File: config.mk
export PLATFORM = sky130hd
export DESIGN_NAME = rand_server
export DESIGN_NICKNAME = d
export VERILOG_FILES = /design/src/rtl/rand_pkg.sv /design/src/rtl/lfsr32_core.sv /design/src/rtl/rand_server.sv
export SDC_FILE = /design/constraint.sdc
export NUM_CORES = 1
export LEC_CHECK = 0
export CAP_MARGIN = 40
export CORE_MARGIN = 2
export CORE_UTILIZATION = 51
export CTS_CLUSTER_SIZE = 30
export DETAILED_ROUTE_END_ITERATION = 12
export PLACE_DENSITY = 0.8
export SYNTH_ARGS = -nofsm -noshare
export SYNTH_HDL_FRONTEND = slang
export SYNTH_SLANG_ARGS = --single-unit
File: constraint.sdc
create_clock -name CLK -period 3.47 [get_ports CLK]
set_input_delay 0.694 -clock CLK [delete_from_list [all_inputs] [get_ports CLK]]
set_output_delay 0.694 -clock CLK [all_outputs]
set_load 0.01 [all_outputs]
File: src/rtl/rand_pkg.sv
// Shared constants, FSM state type and bound-to-mask helper for rand_server.
// Latency: n/a (declarations only).
// Backpressure: n/a.
package rand_pkg;

  // Power-on / lockup-recovery seed for the 32-bit LFSR.
  localparam logic [31:0] SEED = 32'h6B1CCA14;

  // Bit positions of LFSR taps 32, 22, 2 and 1.
  localparam int TAP_A = 31;
  localparam int TAP_B = 21;
  localparam int TAP_C = 1;
  localparam int TAP_D = 0;

  typedef enum logic [1:0] {
    IDLE    = 2'd0,
    DRAW    = 2'd1,
    DELIVER = 2'd2
  } state_t;

  // Smallest 2^k-1 that covers lim: smear the top set bit downwards.
  // lim = 0 gives 0.
  function automatic logic [31:0] mask_of(input logic [31:0] lim);
    logic [31:0] m;
    m = lim;
    m = m | (m >> 1);
    m = m | (m >> 2);
    m = m | (m >> 4);
    m = m | (m >> 8);
    m = m | (m >> 16);
    return m;
  endfunction

endpackage

File: src/rtl/lfsr32_core.sv
// 32-bit XNOR LFSR (taps 32,22,2,1), shift left with feedback into bit 0.
// Latency: Q reflects a step or load one cycle after EN/LD.
// Backpressure: holds its value whenever EN and LD are both low.
module lfsr32_core
  import rand_pkg::*;
(
  input  logic        CLK,
  input  logic        RST,
  input  logic        EN,
  input  logic        LD,
  input  logic [31:0] LD_VAL,
  output logic [31:0] Q
);

  logic fb;

  assign fb = ~(Q[TAP_A] ^ Q[TAP_B] ^ Q[TAP_C] ^ Q[TAP_D]);

  // Load beats step; all-ones is the XNOR lockup state, so substitute SEED.
  always_ff @(posedge CLK or posedge RST) begin
    if (RST) begin
      Q <= SEED;
    end else if (LD) begin
      Q <= (&LD_VAL) ? SEED : LD_VAL;
    end else if (EN) begin
      Q <= {Q[30:0], fb};
    end
  end

endmodule

File: src/rtl/rand_server.sv
// Round-robin shares one LFSR among N_REQ requesters; bounded draws by masked rejection.
// Latency: VALID 2..MAX_TRIES+1 cycles after REQ is sampled in IDLE; one result per 3 cycles min.
// Backpressure: none; requester takes RANDOM on GNT[i]&VALID, held REQ re-arbitrates next IDLE.
module rand_server
  import rand_pkg::*;
#(
  parameter int N_REQ     = 4,
  parameter int DATA_W    = 8,
  parameter int MAX_TRIES = 4
) (
  input  logic                    CLK,
  input  logic                    RST,
  input  logic [N_REQ-1:0]        REQ,
  input  logic [N_REQ*DATA_W-1:0] LIMIT,
  input  logic                    SEED_LD,
  input  logic [31:0]             SEED_IN,
  output logic [N_REQ-1:0]        GNT,
  output logic                    VALID,
  output logic [DATA_W-1:0]       RANDOM,
  output logic                    BUSY
);

  localparam int IDX_W = $clog2(N_REQ);
  localparam int TRY_W = $clog2(MAX_TRIES + 1);
  localparam logic [TRY_W-1:0] LAST_TRY = TRY_W'(MAX_TRIES - 1);

  state_t            state;
  state_t            nxt;
  logic [IDX_W-1:0]  ptr;
  logic [IDX_W-1:0]  idx_q;
  logic [IDX_W-1:0]  win_idx;
  logic              win_vld;
  logic [DATA_W-1:0] lim_sel;
  logic [DATA_W-1:0] lim_q;
  logic [DATA_W-1:0] mask_q;
  logic [DATA_W-1:0] samp;
  logic [DATA_W-1:0] res;
  logic [TRY_W-1:0]  tries_q;
  logic [31:0]       lfsr_q;
  logic              lfsr_en;
  logic              take;
  logic              bump;
  logic              deliver;
  logic              unused_lfsr_hi;

  lfsr32_core u_lfsr (
    .CLK    (CLK),
    .RST    (RST),
    .EN     (lfsr_en),
    .LD     (SEED_LD),
    .LD_VAL (SEED_IN),
    .Q      (lfsr_q)
  );

  // Only the low DATA_W bits feed the draw.
  assign unused_lfsr_hi = ^lfsr_q[31:DATA_W];

  assign samp    = lfsr_q[DATA_W-1:0] & mask_q;
  assign lim_sel = LIMIT[int'(win_idx)*DATA_W +: DATA_W];

  // Round-robin pick: first set REQ bit searching upward from ptr+1 with wrap.
  always_comb begin
    win_vld = 1'b0;
    win_idx = '0;
    for (int off = N_REQ; off >= 1; off--) begin
      if (REQ[IDX_W'((int'(ptr) + off) % N_REQ)]) begin
        win_vld = 1'b1;
        win_idx = IDX_W'((int'(ptr) + off) % N_REQ);
      end
    end
  end

  // State register.
  always_ff @(posedge CLK or posedge RST) begin
    if (RST) begin
      state <= IDLE;
    end else begin
      state <= nxt;
    end
  end

  // Next state and control strobes; a seed load aborts anything short of DELIVER.
  always_comb begin
    nxt     = state;
    lfsr_en = 1'b0;
    take    = 1'b0;
    bump    = 1'b0;
    deliver = 1'b0;
    res     = samp;
    case (state)
      IDLE: begin
        if (win_vld) begin
          take = 1'b1;
          nxt  = DRAW;
        end
      end
      DRAW: begin
        lfsr_en = 1'b1;
        if (samp <= lim_q) begin
          deliver = 1'b1;
          nxt     = DELIVER;
        end else if (tries_q == LAST_TRY) begin
          // samp <= 2*lim+1, so folding down by lim+1 stays in range.
          res     = samp - lim_q - DATA_W'(1);
          deliver = 1'b1;
          nxt     = DELIVER;
        end else begin
          bump = 1'b1;
        end
      end
      DELIVER: nxt = IDLE;
      default: nxt = IDLE;
    endcase
    if (SEED_LD && (state != DELIVER)) begin
      nxt     = IDLE;
      take    = 1'b0;
      bump    = 1'b0;
      deliver = 1'b0;
    end
  end

  // Draw context capture, retry count and registered outputs.
  always_ff @(posedge CLK or posedge RST) begin
    if (RST) begin
      ptr     <= IDX_W'(N_REQ - 1);
      idx_q   <= '0;
      lim_q   <= '0;
      mask_q  <= '0;
      tries_q <= '0;
      GNT     <= '0;
      VALID   <= 1'b0;
      RANDOM  <= '0;
      BUSY    <= 1'b0;
    end else begin
      BUSY  <= (nxt != IDLE);
      VALID <= deliver;
      GNT   <= deliver ? (N_REQ'(1) << idx_q) : '0;
      if (take) begin
        idx_q   <= win_idx;
        lim_q   <= lim_sel;
        mask_q  <= DATA_W'(mask_of(32'(lim_sel)));
        tries_q <= '0;
      end else if (bump) begin
        tries_q <= tries_q + TRY_W'(1);
      end
      if (deliver) begin
        RANDOM <= res;
        ptr    <= idx_q;
      end
    end
  end

endmodule

**After elaboration in Yosys (flattened, before gate mapping)**

Index checks and enable logic that the tools add are counted.

- Bits in registers: 71
- Latch bits: 0
- Memory bits (writable): 0
- ROM bits: 0
- Output and inout bits: 14
- Logic and storage cells: 90
- Memories: 0

- $add $sub $neg: 7
- $mul: 0
- Div/mod/pow operators: 0
- Order comparisons: 5
- Eq/ne operators: 3
- Shift operators: 2
- Muxes and demuxes: 46
- Bitwise logic cells: 10
- Reductions and logical operators: 6

Operators with widths:

| operator | number |
|---|---|
| $mux 32 | 3 |
| $reduce_and 32->1 | 1 |
| $shiftx 32x6->8 | 1 |
| $mux 1 | 24 |
| $mux 8 | 3 |
| $lt 2x4->1 const B | 4 |
| $mux 2 | 8 |
| $or 8x1->8 const B | 2 |
| $and 8x8->8 | 1 |
| $bmux 1 s2 | 4 |
| $le 8x8->1 | 1 |
| $or 8x4->8 | 1 |
| $or 8x6->8 | 1 |
| $or 8x7->8 | 1 |
| $sub 8x1->8 const B | 1 |
| $sub 8x8->8 | 1 |
| $mux 3 | 2 |
| $reduce_bool 2->1 | 3 |
| $add 2x1->2 const B | 2 |
| $add 2x2->2 const B | 2 |
| $mux 4 | 1 |
| $pmux 2 s2 | 1 |
| $shl 1x2->4 const A | 1 |
| $add 3x1->3 const B | 1 |
| other kinds (7) | 9 |

**Longest topological paths before layout**

Gate-level depths: netlist of run 1.

- Word-level depth: 14
- Gate-level depth with buffers: 11
- Gate-level depth less buffers: 11

**Hierarchy**

A second synthesis of run 1 with hierarchy kept.

- Cell total of the unflattened synthesis: 387
- Area total of the unflattened synthesis: 3,993.8 um2

Modules (own cells, without submodules):

| module | instances | cells each | area each (um2) |
|---|---|---|---|
| rand_server | 1 | 233 | 2,298.5 |
| lfsr32_core | 1 | 154 | 1,695.4 |

**Least setup slack after synthesis of run 1**

OpenSTA, ideal clock, no wires.

- Kind: register -> register
- Start point: register u_lfsr.Q[1]
- End point: register RANDOM[6]
- Setup time: 0.125 ns
- Arrival time: 2.404 ns
- Path slack: 0.941 ns
- Stages on the path, launching flop included: 10
- Buffers on the path: 0
- Period minus slack after synthesis: 2.529 ns
- Path through: dfrtp_1 > and2_1 > ha_1 > and2b_1 > o211ai_1 > a21o_1 > a2111oi_4 > nand2_4 > mux2_4 > mux2_4

- Word-level cells in the longest chain between the ends: 6
- Elaborated cells on any way between the ends: 10
- Those cells by class: add/sub: 2; order compare: 1; mux: 6; bitwise: 1

RTL lines:

| what | RTL line | source |
|---|---|---|
| start: declaration | lfsr32_core.sv:12 | `output logic [31:0] Q` |
| start signal: assignment | lfsr32_core.sv:24 | `Q <= (&LD_VAL) ? SEED : LD_VAL;` |
| start signal: assignment | lfsr32_core.sv:26 | `Q <= {Q[30:0], fb};` |
| $and 8x8->8 (*) | rand_server.sv:58 | `assign samp = lfsr_q[DATA_W-1:0] & mask_q;` |
| $sub 8x8->8 | rand_server.sv:104 | `res = samp - lim_q - DATA_W'(1);` |
| $sub 8x1->8 | rand_server.sv:104 |  |
| $mux 8 | rand_server.sv:102 | `end else if (tries_q == LAST_TRY) begin` |
| $mux 8 | rand_server.sv:99 | `if (samp <= lim_q) begin` |
| $mux 8 | rand_server.sv:90 | `case (state)` |
| end signal: assignment | rand_server.sv:147 | `RANDOM <= res;` |
| end: declaration | rand_server.sv:19 | `output logic [DATA_W-1:0] RANDOM,` |

Mark *: on every way between the ends. The rest lies on a longest branch, timed or not.
A chain may end at the register's enable or synchronous reset.

**Worst setup path in the final report of run 1**

Same ends and word-level chain as after synthesis.

==> results of run 1 <==
synthesized netlist by cell type (9+ instances only):
| master | count | area, um2 |
|---|---|---|
| ha_1 | 10 | 125 |
| nand2_1 | 62 | 233 |
| o21ai_0 | 53 | 265 |
| dfstp_2 | 16 | 420 |
| mux2_2 | 10 | 113 |
| inv_1 | 15 | 56.3 |
| dfrtp_1 | 54 | 1350 |
| clkbuf_1 | 11 | 41.3 |
| mux2i_1 | 49 | 490 |
| nor2_1 | 15 | 56.3 |
| nand4_1 | 9 | 56.3 |
cells in the final DEF (no fill, tap or decap), types with 6 or more instances in the layout:
master / Yosys / final
mux2_2: 10 / 10
buf_4: 2 / 7
clkbuf_8: 2 / 11
dfrtp_1: 54 / 54
dfstp_2: 16 / 16
inv_1: 15 / 14
nand2_1: 62 / 62
o21ai_0: 53 / 53
a21oi_1: 8 / 8
o211ai_1: 6 / 6
clkdlybuf4s50_1: 0 / 84
nor2_1: 15 / 14
ha_1: 10 / 10
nand3_1: 6 / 6
nor4_1: 8 / 7
mux2i_1: 49 / 49
nand4_1: 9 / 9
final cells by class:
class | instances | area, um2 | area share (%)
flip-flops and latches | 70 | 1770 | 34.6
multi-input cells | 294 | 2020 | 39.5
clock buffers | 11 | 151 | 2.95
clock inverters | 5 | 81.3 | 1.59
well taps | 102 | 128 | 2.49
inverters | 15 | 56.3 | 1.10
repair buffers | 92 | 913 | 17.8
sequential cells by signal, indices dropped and copies added, names as in the netlist:
name / cells
idx_q: 2
lim_q: 8
state: 2
mask_q: 7
GNT: 4
u_lfsr.Q: 32
ptr: 2
tries_q: 3
VALID: 1
BUSY: 1
RANDOM: 8
through the flow:
step	setup WS, ns	std cells	total power, uW
floorplan	0.941	398	2440
global placement	0.693	571	2850
detailed placement	0.598	573	2950
CTS	0.638	589	3710
global route	0.545	589	3950
finish	0.622	589	3700
metal layers:
metal,track usage (%),part of all wire (%)
met1,26.8,42
met2,38.3,51
met3,4.11,4.1
met4,9.83,2.7
met5,0,0
critical path, cell delays in order (launching register included):
cell	delay, ns
dfrtp_1	0.42
and2_1	0.24
ha_1	0.34
and2b_1	0.13
o211ai_1	0.08
a21o_1	0.24
a2111oi_4	0.53
nand2_4	0.18
mux2_4	0.33
mux2_4	0.25
worst max path at each step:
stage | from | to | slack [ns] | cells past startpoint
after floorplan | u_lfsr.Q[1] | RANDOM[6] | 0.94 | 9
after global placement | REQ[3] | mask_q[2] | 0.69 | 9
after detailed placement | REQ[3] | mask_q[2] | 0.60 | 7
after CTS | u_lfsr.Q[1] | RANDOM[6] | 0.64 | 9
after global routing | u_lfsr.Q[1] | RANDOM[2] | 0.54 | 9
final | u_lfsr.Q[1] | RANDOM[6] | 0.62 | 9
logic make-up after synthesis:
logic type / Yosys count / share of synthesized area, %
and+or+nand+nor: 120 / 14.2
AOI/OAI and AO/OA: 93 / 14.7
DFF: 70 / 45.0
muxes: 63 / 16.8
buffers and inverters: 34 / 4.06
adders and majority gates: 11 / 3.68
xor gates and xnor gates: 7 / 1.56
power breakdown:
part	switching, uW	leakage [uW]	internal, uW
clock	310	0.000116	444
sequential	174	0.000821	1100
combinational	854	0.00125	816
total	1340	0.00219	2360
==> summary.md, run 1 <==
| Metric | Value |
|---|---|
| Status | `completed` |
| Min cycle time layout | `2.85 ns` |
| Final hold vios | `0` |
| Hold Path Stages | `2` |
| Leak pwr | `0.00219 uW` |
| Die Wd | `91.9 um` |
| TNS Setup | `0 ns` |
| Fillers | `629` |
| Data arrival, critical path | `3.08 ns` |
| Rows | `32` |
| CP Capture Type | `register` |
| CP startpoint kind | `register` |
| CTS sink count | `70` |
| TritonCTS clock tree | `yes` |
| Fmax | `351 MHz` |
| Crit share post-route | `82.1%` |
| Slew Viols, Final | `0` |
| TritonCTS Buffers | `9` |
| DRC viols | `0` |
| Hold slack | `0.488 ns` |
| Post-Syn Area | `3940 um2` |
| Syn avg cell area | `9.90 um2` |
| Root Driver | `clkbuf_8` |
| Routed WL | `8860 um` |
| Yosys warning total | `0` |
| Die Height | `91.9 um` |
| Clk_skew | `0.00793 ns` |
| Origin of the critical flop-to-flop path | `u_lfsr.Q[1]` |
| ANT cells | `0` |
| Total congestion overflow | `0` |
| Slew HR | `43.0%` |
| Final HPWL DP | `6740 um` |
| # hold bufs at CTS | `0` |
| Vias in the first global route | `3206` |
| Largest net degree at the start of global routing | `71` |
| Post-synth EDFFs | `0` |
| RR Endpoint | `RANDOM[6]` |
| Max-cap violations | `0` |
| R2R setup slack | `0.62 ns` |
| WL/cell | `15.0 um` |
| Number of setup buffers added after CTS | `0` |
| Register area share after synthesis | `45.0%` |
| Final instance area | `5120 um2` |
| First-pass GRT wire length | `14700 um` |
| Initial antenna violation count | `0` |
| GRT Util Overall | `22.1%` |
| HP Start | `lim_q[2]` |
| Post-Syn Instances | `398` |
| Via count | `3232` |
| Post-CTS sizing | `0` |
| Post-DR vias/cell | `5.49` |
| Top-Level Pins | `85` |
| Syn_nets | `480` |
| Final #Nets | `564` |
| Core ar. | `7610 um2` |
| Crit path kind | `reg -> reg` |
| Final Util | `67.4%` |
| CTS max path bufs | `2` |
| DRT antenna net count | `0` |
| Initial core utilization | `51.8%` |
| Power per cell area | `722 nW/um2` |
| Min-Delay Path Class | `reg -> reg` |
| Worst-Margin Slew | `0.855 ns` |
| Synth async-reset ratio | `100%` |
| Final setup fails | `0` |
| Clock transition at the registers of the reported paths | `0.07 ns` |
| Synth cell types | `46` |
| 1st-iter DRT viols | `113` |
| Dpl cell area | `4890 um2` |
| Worst-Skew Late Latency | `0.35 ns` |
| Fraction of layout cells with a size suffix above 1 | `13.6%` |
| Final GP Congestion | `0.948` |
| Synth Register Bits | `70` |
| Dominant synthesized flop cell | `dfrtp_1` |
| Reg2reg path depth | `9` |
| RSZ-0062 raised after global routing | `false` |
| IO Port Bufs | `84` |
| Pre-Repair DR Iteration Count | `4` |
| VDD IR max | `0.329 mV` |
| H-tree depth | `3` |
| Critical Path RT | `3.70 ns` |
| Worst Path Max Fanout | `8` |
| Die area | `8440 um2` |
| Area delta synth->final | `30.0%` |
| Worst Hold Path EP | `lim_q[2]` |
Note: power is estimated with default switching activity, not from simulation.
==> run 2: changes to the inputs <==
- clock period: 3.47 -> 2.95 ns (I/O delays scaled with it)
==> run 2 against run 1 <==
  * Register-to-register slack lost 0.44 ns
  * Largest power group unchanged
  * Fmax grew 3.0%
  * Sequential power grew 16%
  * Sequential share of layout area grew 0.11 points
  * Total power grew 15%
  * Non-clock buffer count grew 2
  * Global-route usage shrank 0.11 points
==> summary.md, run 2 (synthesis gave the netlist of run 1 again) <==
| Metric | Value |
|---|---|
| Most used cell, CP | `mux2_4` |
| Crit path cell chain | `and2_1 > ha_1 > and2b_1 > o211ai_1 > a21o_1 > a2111oi_4 > nand2_4 > mux2_4 > mux2_4` |
| CTS max path bufs | `2` |
| Origin of the critical flop-to-flop path | `u_lfsr.Q[1]` |
| Routed WL | `8890 um` |
| RSZ-0062 raised after global routing | `false` |
| Die area | `8440 um2` |
| VDD IR max | `0.364 mV` |
| Max-cap violations | `0` |
| Final GP Congestion | `0.861` |
| Hold slack | `0.494 ns` |
| Fraction of layout cells with a size suffix above 1 | `13.5%` |
| Finished Layout Cells | `591` |
| Total congestion overflow | `0` |
| Commonest non-fill, non-tap cells in the layout | `84 x clkdlybuf4s50_1, 62 x nand2_1, 54 x dfrtp_1` |
| Final #Nets | `566` |
| Slew Viols, Final | `0` |
| Critical Path Max Stage Delay | `0.51 ns` |
| 1st-iter DRT viols | `152` |
| Final hold vios | `0` |
| Worst Hold Path EP | `lim_q[2]` |
| Placed Instances | `575` |
| DRT antenna net count | `0` |
| RR Endpoint | `RANDOM[2]` |
| Core ar. | `7610 um2` |
| Crit share post-route | `93.7%` |
| Die Wd | `91.9 um` |
| Status | `completed` |
| Largest net degree at the start of global routing | `48` |
| Leak pwr | `0.00218 uW` |
| TritonCTS Buffers | `9` |
| Total chip power | `4240 uW` |
| Number of setup buffers added after CTS | `0` |
| Top-Level Pins | `85` |
| Pre-Repair DR Iteration Count | `4` |
| # hold bufs at CTS | `0` |
| Clk_skew | `0.00635 ns` |
| GRT Util Overall | `22.0%` |
| Power per cell area | `831 nW/um2` |
| Post-DR vias/cell | `5.48` |
| Post-CTS sizing | `0` |
| DRC viols | `0` |
| Flip-flop count of the largest register after layout | `32` |
| Final HPWL DP | `6690 um` |
| Slowest stage cell on the critical path | `a2111oi_4` |
| Worst-Skew Late Latency | `0.34 ns` |
| CTS sink count | `70` |
| Min cycle time layout | `2.76 ns` |
| Worst Path Max Fanout | `8` |
| Initial core utilization | `51.8%` |
| CP Capture Type | `register` |
| Slew HR | `58.0%` |
| Final setup fails | `0` |
| FF+latch area | `1770 um2` |
| First-pass GRT wire length | `14700 um` |
| Top flop regs | `u_lfsr.Q: 32 flops, RANDOM: 8 flops, lim_q: 8 flops` |
| TNS Setup | `0 ns` |
| Initial antenna violation count | `0` |
| Reg2reg path depth | `9` |
| Worst-Margin Slew | `0.629 ns` |
| WL/cell | `15.0 um` |
| CP startpoint kind | `register` |
| Min-Delay Path Class | `reg -> reg` |
| Vias in the first global route | `3192` |
| Die Height | `91.9 um` |
| Multi-input logic area | `2020 um2` |
| Biggest register | `u_lfsr.Q` |
| Hold Path Stages | `2` |
| Clock transition at the registers of the reported paths | `0.07 ns` |
| H-tree depth | `3` |
| Fmax | `362 MHz` |
| Commonest non-fill, non-tap cell in the layout | `clkdlybuf4s50_1` |
| Area delta synth->final | `29.6%` |
| HP Start | `lim_q[2]` |
| Via count | `3238` |
| IO Port Bufs | `84` |
| ANT cells | `0` |
| R2R setup slack | `0.19 ns` |
| TritonCTS clock tree | `yes` |
| Rows | `32` |
| Crit path kind | `reg -> reg` |
| Critical Path RT | `3.18 ns` |
| Fillers | `621` |
| Data arrival, critical path | `2.99 ns` |
| Root Driver | `clkbuf_8` |
## run 2: cell types whose count changed in the layout (fill, tap and decap cells not counted), sizes merged
cell    delta
clkinv     -1
buf        +2
bufinv     -1
clkbuf     +2
## run 2: cell type report
cell class	count	area share, %
multi-input combinational	294	39.6
sequential	70	34.7
timing repair buffer	94	18.2
clock buffer	13	3.11
tap	102	2.50
inverter	15	1.10
clock inverter	3	0.833
## run 2: routing by layer
metal / vias to the layer above / part of all wire (%) / global-route usage, %
met1: 1540 / 44 / 27.3
met5: - / 0 / 0
met4: 0 / 2.0 / 8.58
met3: 16 / 4.1 / 4.27
li1: 1587 / - / -
met2: 95 / 50 / 37.9
## run 2: report_power, final
group	switching (uW)	total [uW]	internal, uW
combinational	997	1950	953
clock	364	800	437
sequential	195	1490	1300
total	1560	4240	2690
## run 2: through the flow
step                worst slack, ns  utilization (%)  area [um2]
floorplan                     0.421                -        3940
global placement              0.273             64.5        4910
detailed placement            0.212             64.5        4910
CTS                           0.193             67.1        5110
global route                 0.0534             67.1        5110
finish                        0.185             67.1        5110
## run 2: how the worst max path moves through the flow
stage,slack (ns),to,startpoint,cells after the start
2_1_floorplan,0.42,RANDOM[6],u_lfsr.Q[1],9
3_3_place_gp,0.27,mask_q[5],REQ[1],7
3_5_place_dp,0.21,RANDOM[2],u_lfsr.Q[1],9
4_1_cts,0.19,RANDOM[2],u_lfsr.Q[1],9
5_1_grt,0.05,RANDOM[2],u_lfsr.Q[1],9
6_report,0.19,RANDOM[2],u_lfsr.Q[1],9
## run 2: worst max-delay path: cells and delay by family (launching register included)
| kind | cells | cell delay (ns) |
|---|---|---|
| AOI/OAI and AO/OA | 3 | 0.82 |
| adders and majority gates | 1 | 0.32 |
| DFF | 1 | 0.41 |
| muxes | 2 | 0.58 |
| and+or+nand+nor | 3 | 0.52 |
==> run 3: changes to the inputs <==
- CORE_ASPECT_RATIO: default -> 0.7
- CORE_UTILIZATION: 51 -> 53
- CTS_BUF_LIST: default -> sky130_fd_sc_hd__clkbuf_4 sky130_fd_sc_hd__clkbuf_8
- PLACE_DENSITY: 0.8 -> 0.83
==> run 3 against run 2 <==
  * Critical path depth stayed put
  * Fmax down 0.91%
  * Core utilization up 3.6 points
  * Clock-buffer cell count is 2 higher
  * Hold slack worse by 0.011 ns
  * Non-clock buffer count unchanged
  * Final cell count is 0.68% lower
  * First-iteration DRC count fell by 5.3%
  * Sequential power hardly changed
  * Combinational power about the same
  * Sequential share of layout area down 0.14 points
  * Critical endpoint is now RANDOM[6]
==> summary.md, run 3 (synthesis gave the netlist of run 1 again) <==
| Metric | Value |
|---|---|
| Worst-Margin Slew | `0.531 ns` |
| WL/cell | `15.4 um` |
| Top flop regs | `u_lfsr.Q: 32 flops, RANDOM: 8 flops, lim_q: 8 flops` |
| Root Driver | `clkbuf_8` |
| Initial antenna violation count | `0` |
| Worst Path Max Fanout | `8` |
| Min cycle time layout | `2.79 ns` |
| RSZ-0062 raised after global routing | `false` |
| Slew Viols, Final | `0` |
| H-tree depth | `3` |
| CP startpoint kind | `register` |
| Comb pwr share | `45.8%` |
| Sequential power share | `34.8%` |
| Final GP Congestion | `0.932` |
| Hold slack | `0.483 ns` |
| Slew HR | `64.3%` |
| Fraction of layout cells with a size suffix above 1 | `13.9%` |
| Final HPWL DP | `6760 um` |
| Switch Pwr | `1550 uW` |
| VDD IR max | `0.451 mV` |
| Min-Delay Path Class | `reg -> reg` |
| First-pass GRT wire length | `14900 um` |
| Crit path kind | `reg -> reg` |
| Finished Layout Cells | `587` |
| DRT antenna net count | `0` |
| Leak pwr | `0.00220 uW` |
| Power per cell area | `838 nW/um2` |
| Initial core utilization | `54.3%` |
| Pre-Repair DR Iteration Count | `4` |
| Final hold vios | `0` |
| Die Height | `76.1 um` |
| CP Capture Type | `register` |
| Core ar. | `7250 um2` |
| Rows | `26` |
| Routed WL | `9020 um` |
| Biggest register | `u_lfsr.Q` |
| Fmax | `358 MHz` |
| Crit share post-route | `94.6%` |
| Int Power | `2750 uW` |
| TNS Setup | `0 ns` |
| Clk_skew | `0.00648 ns` |
| Max-cap violations | `0` |
| Via count | `3260` |
| DRC viols | `0` |
| Reg2reg path depth | `9` |
| TritonCTS Buffers | `9` |
| Fillers | `541` |
| # hold bufs at CTS | `0` |
| Multi-input logic area | `2020 um2` |
| Total congestion overflow | `0` |
| Die Wd | `107 um` |
| IO Port Bufs | `84` |
| Critical Path RT | `3.18 ns` |
| CTS sink count | `70` |
| Area delta synth->final | `30.2%` |
| Flip-flop count of the largest register after layout | `32` |
| Commonest non-fill, non-tap cells in the layout | `84 x clkdlybuf4s50_1, 62 x nand2_1, 54 x dfrtp_1` |
| Final #Nets | `566` |
| Vias in the first global route | `3177` |
| 1st-iter DRT viols | `144` |
| Largest net degree at the start of global routing | `71` |
| GRT Util Overall | `23.3%` |
| Final setup fails | `0` |
| Clock transition at the registers of the reported paths | `0.07 ns` |
| Clock power share | `19.4%` |
| Top-Level Pins | `85` |
| Worst-Skew Late Latency | `0.35 ns` |
| TritonCTS clock tree | `yes` |
| Die area | `8150 um2` |
| ANT cells | `0` |
| Final Util | `70.7%` |
| Status | `completed` |
| CTS max path bufs | `2` |
| Post-CTS sizing | `0` |
| Post-DR vias/cell | `5.55` |
| Commonest non-fill, non-tap cell in the layout | `clkdlybuf4s50_1` |
| FF+latch area | `1770 um2` |
| Placed Instances | `570` |
| Number of setup buffers added after CTS | `0` |
| Data arrival, critical path | `3.02 ns` |
| Hold Path Stages | `2` |
| Switching part of the total | `36.1%` |
==> run 3: routing by layer <==
| layer | part of all wire [%] | GRT usage (%) | wire length, um | vias up |
|---|---|---|---|---|
| met3 | 4.8 | 5.73 | 430 | 11 |
| li1 | - | - | - | 1596 |
| met5 | 0 | 0 | 0 | - |
| met1 | 48 | 32.8 | 4360 | 1572 |
| met2 | 46 | 35.9 | 4130 | 81 |
| met4 | 1.1 | 6.88 | 102 | 0 |
==> run 3: worst max-delay path, cell delays in order (launching register included) <==
cell       delay [ns]
dfrtp_1          0.42
and2_1           0.22
ha_1             0.32
and2b_1          0.13
o211ai_1         0.08
a21o_1           0.23
a2111oi_4        0.52
nand2_4          0.18
mux2_4           0.33
mux2_4           0.25
==> run 3: power by group through the flow <==
stage / combinational, uW / sequential [uW] / clock [uW]
final: 1970 / 1500 / 834
after global routing: 2160 / 1530 / 884
after CTS: 1960 / 1500 / 842
after detailed placement: 1940 / 1510 / 0
after global placement: 1890 / 1500 / 0
after floorplan: 1390 / 1480 / 0
==> run 3: worst paths after layout <==
check / slack, ns / endpoint / from
worst max-delay path: 0.16 / RANDOM[6] / u_lfsr.Q[1]
worst min-delay path: 0.48 / mask_q[6] / mask_q[6]
worst max register to register: 0.16 / RANDOM[6] / u_lfsr.Q[1]
worst min register to register: 0.48 / mask_q[6] / mask_q[6]
max in group asynchronous: 1.97 / u_lfsr.Q[27] / RST
min in group asynchronous: 0.63 / RANDOM[1] / RST
==> run 3: stage by stage <==
step	power [uW]	cell area (um2)	setup slack, ns
floorplan	2870	3940	0.421
global placement	3390	4900	0.256
detailed placement	3460	4910	0.196
CTS	4300	5120	0.188
global route	4570	5130	0.0412
finish	4300	5130	0.160
==> run 3: final cells by class <==
cell class	count	area share, %
clock inverters	1	0.586
repair buffers	94	18.3
multi-input cells	294	39.4
inverters	15	1.10
clock buffers	15	3.66
well taps	98	2.39
flip-flops and latches	70	34.5
